<file path="src/rtl/uart_tx_arbiter.sv">
// rtl/uart_tx_arbiter.sv - round-robin arbiter sharing one UART transmitter among NUM_REQ requesters
module uart_tx_arbiter #(
   parameter int NUM_REQ        = 4,
   parameter int TIMEOUT_CLOCKS = 4000
) (
   input  logic                 i_clock,
   input  logic                 i_resetN,
   input  logic [NUM_REQ-1:0]   i_reqValid,
   input  logic [8*NUM_REQ-1:0] i_reqData,
   output logic [NUM_REQ-1:0]   o_reqReady,
   output logic [NUM_REQ-1:0]   o_grant,
   output logic                 o_txBegin,
   output logic [7:0]           o_txData,
   input  logic                 i_txBusy,
   input  logic                 i_txDone,
   output logic                 o_timeout,
   output logic [15:0]          o_sentCount
);

   localparam int          IDX_W         = $clog2(NUM_REQ);
   localparam logic [15:0] TIMEOUT_LIMIT = 16'(TIMEOUT_CLOCKS);
   localparam logic [NUM_REQ-1:0] ONE    = {{(NUM_REQ-1){1'b0}}, 1'b1};

   typedef enum logic [1:0] {IDLE, LAUNCH, WAIT_BUSY, WAIT_DONE} state_t;

   state_t           state, state_next;
   logic [IDX_W-1:0] last_grant, cur_idx, sel_idx, cand_idx;
   logic [7:0]       sel_byte;
   logic [15:0]      wait_cnt;
   int               cand;
   logic             sel_found, waiting, done_hit, abandon, select;

   // Rotating search starting just above the previous owner.
   always_comb begin
      sel_found = 1'b0;
      sel_idx   = '0;
      cand      = 0;
      cand_idx  = '0;
      for (int i = 1; i <= NUM_REQ; i++) begin
         cand = int'(last_grant) + i;
         if (cand >= NUM_REQ) cand = cand - NUM_REQ;
         cand_idx = IDX_W'(cand);
         if (!sel_found && i_reqValid[cand_idx]) begin
            sel_found = 1'b1;
            sel_idx   = cand_idx;
         end
      end
   end

   always_comb begin
      sel_byte = '0;
      for (int k = 0; k < NUM_REQ; k++) begin
         if (sel_idx == IDX_W'(k)) sel_byte = i_reqData[8*k +: 8];
      end
   end

   assign waiting   = (state == WAIT_BUSY) || (state == WAIT_DONE);
   assign done_hit  = waiting && i_txDone;
   // Completion wins over a timeout landing in the same cycle.
   assign abandon   = waiting && !i_txDone && (wait_cnt == TIMEOUT_LIMIT);
   assign select    = (state == IDLE) && !i_txBusy && sel_found;
   assign o_timeout = abandon;

   always_ff @(posedge i_clock or negedge i_resetN) begin
      if (!i_resetN) state <= IDLE;
      else           state <= state_next;
   end

   always_comb begin
      state_next = state;
      case (state)
         IDLE:      if (select) state_next = LAUNCH;
         LAUNCH:    state_next = WAIT_BUSY;
         WAIT_BUSY: begin
            if (done_hit || abandon) state_next = IDLE;
            else if (i_txBusy)       state_next = WAIT_DONE;
         end
         WAIT_DONE: if (done_hit || abandon) state_next = IDLE;
         default:   state_next = IDLE;
      endcase
   end

   always_ff @(posedge i_clock or negedge i_resetN) begin
      if (!i_resetN) begin
         last_grant  <= IDX_W'(NUM_REQ - 1);
         cur_idx     <= '0;
         o_reqReady  <= '0;
         o_grant     <= '0;
         o_txData    <= '0;
         o_txBegin   <= 1'b0;
         wait_cnt    <= '0;
         o_sentCount <= '0;
      end else begin
         o_reqReady <= select ? (ONE << sel_idx) : '0;
         o_txBegin  <= (state == LAUNCH);
         if (select) begin
            cur_idx  <= sel_idx;
            o_grant  <= ONE << sel_idx;
            o_txData <= sel_byte;
         end
         if (done_hit || abandon) begin
            last_grant <= cur_idx;
            o_grant    <= '0;
         end
         if (done_hit) o_sentCount <= o_sentCount + 16'd1;
         if (state == LAUNCH)  wait_cnt <= '0;
         else if (waiting)     wait_cnt <= wait_cnt + 16'd1;
      end
   end

endmodule

</file>
<file path="config.mk">
export PLATFORM = sky130hd
export DESIGN_NAME = uart_tx_arbiter
export DESIGN_NICKNAME = d
export VERILOG_FILES = /design/src/rtl/uart_tx_arbiter.sv
export SDC_FILE = /design/constraint.sdc
export NUM_CORES = 1
export LEC_CHECK = 0
export CORE_ASPECT_RATIO = 0.9
export CORE_MARGIN = 10
export CORE_UTILIZATION = 45
export DETAILED_ROUTE_END_ITERATION = 7
export DONT_BUFFER_PORTS = 1
export HOLD_SLACK_MARGIN = 0.15
export PLACE_DENSITY_LB_ADDON = 0.15
export SLEW_MARGIN = 20
export SYNTH_ARGS = -nofsm -noshare
export SYNTH_HDL_FRONTEND = slang
export SYNTH_SLANG_ARGS = --single-unit
</file>
<file path="constraint.sdc">
create_clock -name i_clock -period 2.1 [get_ports i_clock]
set_clock_uncertainty 0.05 [all_clocks]
set_input_delay 0.525 -clock i_clock [delete_from_list [all_inputs] [get_ports i_clock]]
set_output_delay 0.525 -clock i_clock [all_outputs]
set_load 0.02 [all_outputs]
</file>
==> results of run 1 <==
stage by stage:
stage / TNS [ns] / hold WS [ns] / utilization / total power [mW] / std cells
after CTS: 0 / 0.361 / 0.522 / 3.61 / 330
final: 0 / 0.369 / 0.528 / 3.60 / 330
after global placement: 0 / 0.182 / 0.486 / 2.78 / 313
after global routing: -0.0529 / 0.374 / 0.528 / 3.85 / 330
after detailed placement: 0 / 0.182 / 0.486 / 2.80 / 313
after floorplan: 0 / 0.179 / - / 2.50 / 245
synth_stat cells (all sizes together):
cell type / count
and3: 5
dfstp: 2
nand2: 30
mux2i: 20
nand3: 19
xor2: 7
mux2: 4
a21o: 1
or3: 1
o21ai: 6
nor2b: 1
clkbuf: 4
o211ai: 4
nor2: 8
dfrtp: 53
nand4: 5
nor4b: 1
xnor2: 13
o221ai: 9
buf: 5
or4: 1
nand2b: 7
o31ai: 4
a311o: 1
nor3: 2
ha: 3
a21boi: 1
nand3b: 2
nand4b: 1
nor4: 4
inv: 9
a21oi: 4
and4: 2
a22o: 5
and2: 1
cells by family (layout without fill, tap and decap cells):
kind of cell | Yosys count | after routing
adders and majority gates | 3 | 3
DFF | 55 | 55
buffers and inverters | 18 | 33
and+or+nand+nor | 90 | 90
muxes | 24 | 24
AOI/OAI and AO/OA | 35 | 35
xor gates and xnor gates | 20 | 20
placed cells by master, fill, tap and decap left out, types with 5 or more instances in the layout:
cell / instances
sky130_fd_sc_hd__o221ai_1: 9
sky130_fd_sc_hd__buf_4: 13
sky130_fd_sc_hd__clkbuf_8: 6
sky130_fd_sc_hd__nand2b_1: 7
sky130_fd_sc_hd__a22o_1: 5
sky130_fd_sc_hd__and3_1: 5
sky130_fd_sc_hd__dfrtp_1: 52
sky130_fd_sc_hd__inv_1: 7
sky130_fd_sc_hd__xor2_1: 7
sky130_fd_sc_hd__nor2_1: 8
sky130_fd_sc_hd__nand2_1: 30
sky130_fd_sc_hd__xnor2_1: 13
sky130_fd_sc_hd__nand4_1: 5
sky130_fd_sc_hd__o21ai_0: 6
sky130_fd_sc_hd__nand3_1: 19
sky130_fd_sc_hd__mux2i_1: 20
routing by layer:
| metal | share of wire | wire length, um |
|---|---|---|
| met4 | 0.0082 | 48 |
| met2 | 0.47 | 2720 |
| met5 | 0 | 0 |
| met1 | 0.44 | 2570 |
| met3 | 0.087 | 509 |
sequential cells by signal, summed over array words and instances (netlist names):
signal and flops:
o_grant 4, state 2, o_reqReady 4, last_grant 2
cur_idx 2, o_txBegin 1, o_sentCount 16, o_txData 8
wait_cnt 16
final cells by class:
class                           count  area, um^2  share of cell area
Multi-Input combinational cell    172        1230               0.410
Clock inverter                      2        35.0              0.0117
Tap cell                           70        87.6              0.0291
Sequential cell                    55        1380               0.459
Clock buffer                        6        82.6              0.0275
Inverter                            9        33.8              0.0112
Timing Repair Buffer               16         155              0.0516
repair_timing:
| item | CTS | global route |
|---|---|---|
| resized for setup | 3 | 6 |
| hold buffers | 2 | 0 |
| endpoints found under the hold margin | 55 | 0 |
| pin swaps | 1 | 0 |
| endpoints found under the setup margin | 1 | 9 |
| buffers inserted | 7 | 0 |
power by group through the flow:
stage	registers [mW]	clock network [mW]	logic, mW
after floorplan	1.77	0	0.733
after detailed placement	1.88	0	0.921
after global placement	1.88	0	0.908
final	1.83	0.714	1.06
after CTS	1.83	0.741	1.04
after global routing	1.88	0.786	1.19
path summary, 6_finish.rpt:
| check | to | slack [ns] | cells past startpoint |
|---|---|---|---|
| max | o_timeout | 0.05 | 5 |
| min | o_sentCount[0]$_DFFE_PN0P_ | 0.37 | 2 |
| max reg2reg | last_grant[0]$_DFFE_PN1P_ | 0.15 | 9 |
| min reg2reg | cur_idx[0]$_DFFE_PN0N_ | 0.45 | 2 |
| max in group asynchronous | last_grant[1]$_DFFE_PN1P_ | 1.03 | 2 |
| min in group asynchronous | wait_cnt[15]$_DFFE_PN0N_ | 0.69 | 2 |
worst reg2reg max path, delay by kind of cell (launching register included):
family	cells	cell delay [ns]
buffers and inverters	4	0.43
AND/OR/NAND/NOR	3	0.52
multiplexers	1	0.36
adder cells (fa/ha/maj)	1	0.13
flip-flops	1	0.41
==> impl_metrics.env, run 1 <==
export IMPL_outcome="completed"
export IMPL_gr_max_usage_layer="met2"
export IMPL_arrival_ns=1.48
export IMPL_antenna_found_initial=0
export IMPL_htree_num_levels=2
export IMPL_cp_cell_sequence="inv_2, ha_4, nand4b_1, nor3_2, buf_4"
export IMPL_fillerInstances=504
export IMPL_crit_slowest_cell="sky130_fd_sc_hd__dfrtp_1"
export IMPL_largest_net_degree_at_the_start_of_global_routing=56
export IMPL_switching_power_mw=1.37
export IMPL_ant_nets=0
export IMPL_netSwitchingFraction=0.379
export IMPL_power_frac_comb=0.293
export IMPL_critical_path_top_delay_family="flip-flops"
export IMPL_synth_top_area_cell="sky130_fd_sc_hd__dfrtp_1"
export IMPL_gpl_final_weighted_congestion=0.775
export IMPL_synth_compound_area_share=0.0987
export IMPL_synth_warning_count=0
export IMPL_route_detailed_drc=0
export IMPL_setup_worst_path_start="wait_cnt[1]$_DFFE_PN0N_"
export IMPL_synth_avg_cell_area_um2=10.8
export IMPL_proportion_of_netlist_area_held_by_the_largest_area_contributor=0.500
export IMPL_crit_path_start_kind="register"
export IMPL_grt_first_pass_wirelength_mm=9.41
export IMPL_ioPinCount=74
export IMPL_drt_iter0_drc=73
export IMPL_critPathKind="register to output pin"
export IMPL_min_period_ns=2.05
export IMPL_flow_area_growth_from_synthesis_pct=13.5
export IMPL_place_hpwl_mm=4.32
export IMPL_power_sequential_fraction=0.508
export IMPL_critPathBufInv=2
export IMPL_place_area_mm2=0.00277
export IMPL_crit_path_max_fanout=3
export IMPL_maximum_count_of_clock_buffers_along_a_single_path=2
export IMPL_synth_area_mux_share=0.0925
export IMPL_setup_violations=0
export IMPL_layout_drive_gt1_share=0.158
export IMPL_buffer_ports_inserted=0
export IMPL_pre_cts_slack_ns=0.181
export IMPL_detailedRoute_firstPassIterationCount=4
export IMPL_die_area_mm2=0.00936
export IMPL_cts_tree="built"
export IMPL_power_per_unit_of_standard_cell_area_mw_per_mm2=1200
export IMPL_synthesis_instances=245
export IMPL_final_min_period_over_clock_period=0.978
export IMPL_gr_usage_all_layers=0.123
export IMPL_final_hold_viol_count=0
export IMPL_relSlewSlack=0.668
export IMPL_setup_slack_ns=0.0462
export IMPL_min_delay_path_class="input pin to register"
export IMPL_synth_net_count=288
export IMPL_yosys_area_share_xor_xnor=0.0661
export IMPL_clkSlewWorstSetupHoldPaths_ns=0.10
export IMPL_main_combinational_cell_family_by_area_after_synthesis="simple AND/OR/NAND/NOR gates"
export IMPL_p_int_mw=2.24
export IMPL_synth_fa_ha_area_frac=0.0142
export IMPL_synth_simple_gate_area_share=0.179
export IMPL_worst_path_largest_cell_delay_ns=0.41
export IMPL_maximum_capacitance_violations=0
export IMPL_clk_latency_ns=0.31
export IMPL_dr_total_vias=1841
export IMPL_die_width_um=101
export IMPL_fmax_mhz=487
export IMPL_fp_dieH_um=92.8
export IMPL_final_max_slew_viol_count=0
export IMPL_grt_util_met2=0.185
export IMPL_yosysSeqAreaShare=0.520
export IMPL_number_of_global_route_vias_before_repair=1892
export IMPL_startpoint_of_the_worst_hold_path="i_txDone"
export IMPL_groute_layer_met1_usage=0.158
export IMPL_cts_inserted_buffers=5
export IMPL_final_design_area_no_fill_mm2=0.00301
export IMPL_clock_power_share=0.198
export IMPL_worst_ir_drop_vdd_mv=0.772
export IMPL_synth_cell_type_count=37
export IMPL_worst_pin_slew_ns=0.495
export IMPL_design_core_area_mm2=0.00569
export IMPL_timing_rr_start="wait_cnt[1]$_DFFE_PN0N_"
export IMPL_cp_end_kind="output pin"
export IMPL_rsz0062_at_grt="yes"
export IMPL_grt_overflow_total=0
export IMPL_wirelength_mm=5.85
export IMPL_syn_area_mm2=0.00265
export IMPL_leakage_nw=1.42
export IMPL_starting_density_of_the_core=0.465
export IMPL_avgViaCountPerCell=5.58
export IMPL_antennaDiodeCount=0
export IMPL_worstPathRequired_ns=1.52
export IMPL_numClockSinks=55
export IMPL_yosys_register_bits=55
export IMPL_avgRoutedWirePerCell_um=17.7
export IMPL_rows=26
export IMPL_nets=302
export IMPL_globalRouteMet3Util=0.0468
export IMPL_synth_area_top_cells="sky130_fd_sc_hd__dfrtp_1 (50%), sky130_fd_sc_hd__mux2i_1 (7.6%), sky130_fd_sc_hd__xnor2_1 (4.3%), sky130_fd_sc_hd__nand2_1 (4.2%), sky130_fd_sc_hd__nand3_1 (3.6%)"
export IMPL_root_buffer_cell="sky130_fd_sc_hd__clkbuf_8"
Note: power is estimated with default switching activity, not from simulation.
==> run 2: changes to the inputs <==
--- a/config.mk
+++ b/config.mk
@@ -6,12 +6,11 @@
 export NUM_CORES = 1
 export LEC_CHECK = 0
 export CORE_ASPECT_RATIO = 0.9
-export CORE_MARGIN = 10
 export CORE_UTILIZATION = 45
 export DETAILED_ROUTE_END_ITERATION = 7
 export DONT_BUFFER_PORTS = 1
 export HOLD_SLACK_MARGIN = 0.15
-export PLACE_DENSITY_LB_ADDON = 0.15
+export PLACE_DENSITY = 0.68
 export SLEW_MARGIN = 20
 export SYNTH_ARGS = -nofsm -noshare
 export SYNTH_HDL_FRONTEND = slang
==> impl_metrics.env, run 2 (same netlist as run 1, synthesis figures left out) <==
export IMPL_outcome="completed"
export IMPL_cp_end_kind="output pin"
export IMPL_cts_tree="built"
export IMPL_fp_dieH_um=74.8
export IMPL_crit_slowest_cell="sky130_fd_sc_hd__dfrtp_1"
export IMPL_antennaDiodeCount=0
export IMPL_numClockSinks=55
export IMPL_number_of_global_route_vias_before_repair=1788
export IMPL_power_per_unit_of_standard_cell_area_mw_per_mm2=1200
export IMPL_layout_drive_gt1_share=0.140
export IMPL_critPathBufInv=2
export IMPL_final_max_slew_viol_count=0
export IMPL_multi_input_area_mm2=0.00121
export IMPL_power_frac_comb=0.284
export IMPL_final_min_period_over_clock_period=0.969
export IMPL_place_inst=313
export IMPL_cp_cell_sequence="inv_2, ha_1, nand4b_1, nor3_2, buf_4"
export IMPL_die_area_mm2=0.00620
export IMPL_nets=299
export IMPL_crit_path_start_kind="register"
export IMPL_worst_pin_slew_ns=0.483
export IMPL_rsz0062_at_grt="yes"
export IMPL_maximum_count_of_clock_buffers_along_a_single_path=2
export IMPL_netSwitchingFraction=0.384
export IMPL_gr_usage_all_layers=0.180
export IMPL_ant_nets=0
export IMPL_worstPathRequired_ns=1.52
export IMPL_arrival_ns=1.46
export IMPL_fillerInstances=519
export IMPL_worst_ir_drop_vdd_mv=0.746
export IMPL_clk_latency_ns=0.30
export IMPL_die_width_um=82.9
export IMPL_fmax_mhz=492
export IMPL_ioPinCount=74
export IMPL_htree_num_levels=2
export IMPL_maximum_capacitance_violations=0
export IMPL_hold_ws_ns=0.372
export IMPL_min_delay_path_class="input pin to register"
export IMPL_switching_power_mw=1.36
export IMPL_critPathKind="register to output pin"
export IMPL_final_hold_viol_count=0
export IMPL_critical_path_top_delay_family="flip-flops"
export IMPL_avgRoutedWirePerCell_um=16.4
export IMPL_root_buffer_cell="sky130_fd_sc_hd__clkbuf_8"
export IMPL_layout_commonest_cell="sky130_fd_sc_hd__dfrtp_1"
export IMPL_avgViaCountPerCell=5.83
export IMPL_clkSlewWorstSetupHoldPaths_ns=0.10
export IMPL_setup_violations=0
export IMPL_gpl_final_weighted_congestion=0.765
export IMPL_grt_first_pass_wirelength_mm=8.85
export IMPL_largest_net_degree_at_the_start_of_global_routing=56
export IMPL_setup_tns_final_ns=0
export IMPL_worst_path_largest_cell_delay_ns=0.40
export IMPL_route_detailed_drc=0
export IMPL_relSlewSlack=0.675
export IMPL_antenna_found_initial=0
export IMPL_detailedRoute_firstPassIterationCount=4
export IMPL_starting_density_of_the_core=0.465
export IMPL_buffer_ports_inserted=0
export IMPL_wirelength_mm=5.37
export IMPL_seqCellArea_mm2=0.00138
export IMPL_crit_path_max_fanout=3
export IMPL_leakage_nw=1.40
export IMPL_dr_total_vias=1908
export IMPL_rows=26
export IMPL_flow_area_growth_from_synthesis_pct=11.7
export IMPL_cts_inserted_buffers=5
export IMPL_design_core_area_mm2=0.00569
export IMPL_min_period_ns=2.03
export IMPL_instances_no_fill=327
export IMPL_drt_iter0_drc=91
export IMPL_most_common_layout_cells="sky130_fd_sc_hd__dfrtp_1 (52), sky130_fd_sc_hd__nand2_1 (30), sky130_fd_sc_hd__mux2i_1 (20)"
export IMPL_p_int_mw=2.18
export IMPL_largestRegisters="o_sentCount: 16 flops, wait_cnt: 16 flops, o_txData: 8 flops"
export IMPL_place_hpwl_mm=3.77
export IMPL_grt_overflow_total=0
export IMPL_power_mw=3.54
export IMPL_power_sequential_fraction=0.517
export IMPL_clock_power_share=0.199
[run 2: power by group through the flow]
stage	Sequential (mW)	Clock, mW	Combinational (mW)
after floorplan	1.77	0	0.733
after global placement	1.86	0	0.886
after detailed placement	1.87	0	0.919
after CTS	1.83	0.728	1.01
after global routing	1.88	0.768	1.13
final	1.83	0.703	1.01
[run 2: worst reg2reg max path, stage by stage (launching register included)]
cell and delay (ns):
sky130_fd_sc_hd__dfstp_2 0.59, sky130_fd_sc_hd__nand2_1 0.06, sky130_fd_sc_hd__o21ai_0 0.15, sky130_fd_sc_hd__a311o_1 0.30, sky130_fd_sc_hd__buf_12 0.21, sky130_fd_sc_hd__mux2i_1 0.22, sky130_fd_sc_hd__o221ai_1 0.15
[run 2: final timing paths]
kind,startpoint,endpoint,slack [ns],depth (start not counted)
min in group asynchronous,i_resetN,wait_cnt[11]$_DFFE_PN0N_,0.69,2
max in group asynchronous,i_resetN,last_grant[1]$_DFFE_PN1P_,1.03,2
hold / removal,i_txBusy,state[0]$_DFFE_PN0P_,0.37,2
setup reg to reg,last_grant[1]$_DFFE_PN1P_,o_txData[5]$_DFFE_PN0N_,0.25,6
hold reg to reg,cur_idx[1]$_DFFE_PN0N_,cur_idx[1]$_DFFE_PN0N_,0.45,2
setup / recovery,wait_cnt[1]$_DFFE_PN0N_,o_timeout,0.07,5
[run 2: what timing repair did]
action,in CTS,in global routing
setup endpoints to repair,1,3
hold buffers,2,0
pin swaps,1,0
resized for setup,2,4
buffers inserted,4,0
gates cloned,0,0
endpoints found under the hold margin,55,0
[run 2: metrics by stage]
step                      area [um^2]  setup slack, ns   util
after global routing             2960          -0.0904  0.520
after global placement           2770            0.205  0.486
after detailed placement         2770            0.112  0.486
after floorplan                  2660           0.0876      -
final                            2960           0.0657  0.520
after CTS                        2950          0.00768  0.518
[run 2: layer usage]
layer	global-route usage	vias up	wire, um
li1	-	901	-
met1	0.245	931	2530
met2	0.277	72	2450
met3	0.0658	4	339
met4	0.0402	0	41
met5	0	-	0
[run 2: final cells by class]
class,count,area share
inverters,9,0.0114
well taps,70,0.0296
clock inverters,3,0.0148
clock buffers,5,0.0232
flip-flops and latches,55,0.466
repair buffers,13,0.0448
multi-input cells,172,0.410
==> variant: new RTL, config.mk and constraints of run 1 <==
Encoding of `state_t`: now one-hot (4 bits for 4 states).
--- a/src/rtl/uart_tx_arbiter.sv
+++ b/src/rtl/uart_tx_arbiter.sv
@@ -21,7 +21,7 @@
    localparam logic [15:0] TIMEOUT_LIMIT = 16'(TIMEOUT_CLOCKS);
    localparam logic [NUM_REQ-1:0] ONE    = {{(NUM_REQ-1){1'b0}}, 1'b1};
 
-   typedef enum logic [1:0] {IDLE, LAUNCH, WAIT_BUSY, WAIT_DONE} state_t;
+   typedef enum logic [3:0] {IDLE = 4'b0001, LAUNCH = 4'b0010, WAIT_BUSY = 4'b0100, WAIT_DONE = 4'b1000} state_t;
 
    state_t           state, state_next;
    logic [IDX_W-1:0] last_grant, cur_idx, sel_idx, cand_idx;
Formal check against the unedited RTL: same outputs for any inputs over 10 cycles, from zero or initial values and one cycle with i_resetN low; not proved beyond that.
==> variant against run 1 <==
  * The flow now finishes with violations (negative setup slack)
  * Clock power increased by 60%
  * Synthesized cell count increased by 16%
  * Die area is 6.8% higher
  * Total power up 1.3%
  * Sequential cell count increased by 2
  * Synthesized area grew 8.5%
  * Final area grew 10%
  * Routed wire length grew 15%
  * Setup slack got worse by 0.11 ns
  * Largest cell class unchanged
==> variant: results (changes against run 1) <==
* GR Util met2 at 19.29% (+0.78 points)
* DR WL met2 at 3.053 mm (+12%)
* Routed length per instance at 17.24 µm (-2.7%)
* Clock Latency Late Sink at 0.33 ns (+0.02 ns)
* RD Place Congestion at 0.7811 (+0.80%)
* R2R setup slack at 0.26 ns (+0.11 ns)
* Multi-input logic portion of the cell area at 42.21% (+1.2 points)
* First-pass GRT wire length at 10.76 mm (+14%)
* Worst r2r path cells at 5 (-4)
* Setup slack after layout at -0.06579 ns (-0.1120 ns)
* Leakage at 1.506 nW (+6.2%)
* Vias in the first global route at 2042 (+7.9%)
* Worst-margin pin slew at 0.4069 ns (-0.08853 ns)
* Inverters at 8 (-1)
* Post-layout util at 53.81% (+0.99 points)
* Largest net degree at the start of global routing at 58 (+3.6%)
* Status: complete, but fails checks
* Detail Route met3 WL at 494 µm (-2.9%)
* Post-synthesis register bit count at 57 (+3.6%)
* Post-synthesis mux area share at 4.654% (-4.6 points)
* Cell count after synthesis at 284 (+16%)
* Clock buf count at 11 (+5)
* Worst r2r src: last_grant[1]
* Unique masters post-synth at 49 (+32%)
* GR met3 Demand/Resource at 6.279% (+1.6 points)
* Area of placed instances at 0.002984 mm² (+7.9%)
* Clock transition at path regs at 0.07 ns (-0.03 ns)
* Synth top cells by count: 54 x dfrtp_1, 31 x nand2_1, 29 x nor2_1
* Pre-CTS WS at 0.1087 ns (-0.07188 ns)
* # setup viols final at 1 (+1)
* 1st-iter DRT viols at 110 (+51%)
* Via density at 5.363 (-3.9%)
* Violated checks: negative setup slack
* P_comb at 797 µW (-25%)
* Placed Cells at 367 (+17%)
* Comb_multi_in at 210 (+22%)
* Post-synthesis xor/xnor area fraction at 9.091% (+2.5 points)
* Critical Path AT at 1.59 ns (+0.11 ns)
* Detailed Place HPWL at 4.810 mm (+11%)
* Share of post-route cells with drive strength above 1 at 16.12% (+0.35 points)
* Fillers at 559 (+11%)
* Adder-Cell Fraction of Synth Area at 1.305% (-0.11 points)
* Nets at 342 (+13%)
* VDD IR-drop max at 0.4780 mV (-38%)
* Buffers outside the clock class at 13 (-3)
* Complex-gate fraction of the synthesized area at 9.874% (about the same)
* Buffering overhead at 3.631% (-1.5 points)
* H-Tree Depth at 3 (+1)
* Hold EP: o_sentCount[2]
## variant: worst max path at each step
stage                startpoint  cells after the start       endpoint  slack (ns)
floorplan           wait_cnt[0]                      5      o_timeout        0.11
global placement    wait_cnt[0]                      6      o_timeout        0.17
detailed placement  wait_cnt[0]                      7  last_grant[1]        0.11
CTS                 wait_cnt[0]                      6      o_timeout       -0.11
global route        wait_cnt[0]                      6      o_timeout       -0.15
finish              wait_cnt[2]                      4      o_timeout       -0.07
## variant: worst register-to-register path, delay by kind of cell (launching register included)
kind,cells,cell delay (ns)
DFF,1,0.66
AOI/OAI and AO/OA,3,0.64
and+or+nand+nor,2,0.36
## variant: repair_timing
item	in CTS	in global routing
gates cloned	0	0
hold endpoints to repair	57	0
pin swaps	3	1
gates resized for setup	4	1
endpoints found under the setup margin	1	1
buffers inserted	3	3
hold buffers	2	0
## variant: cell families after synthesis
logic type,count (synthesis)
xor gates and xnor gates,29
muxes,13
DFF,57
AOI/OAI and AO/OA,42
adders and majority gates,3
buffers and inverters,17
and+or+nand+nor,123
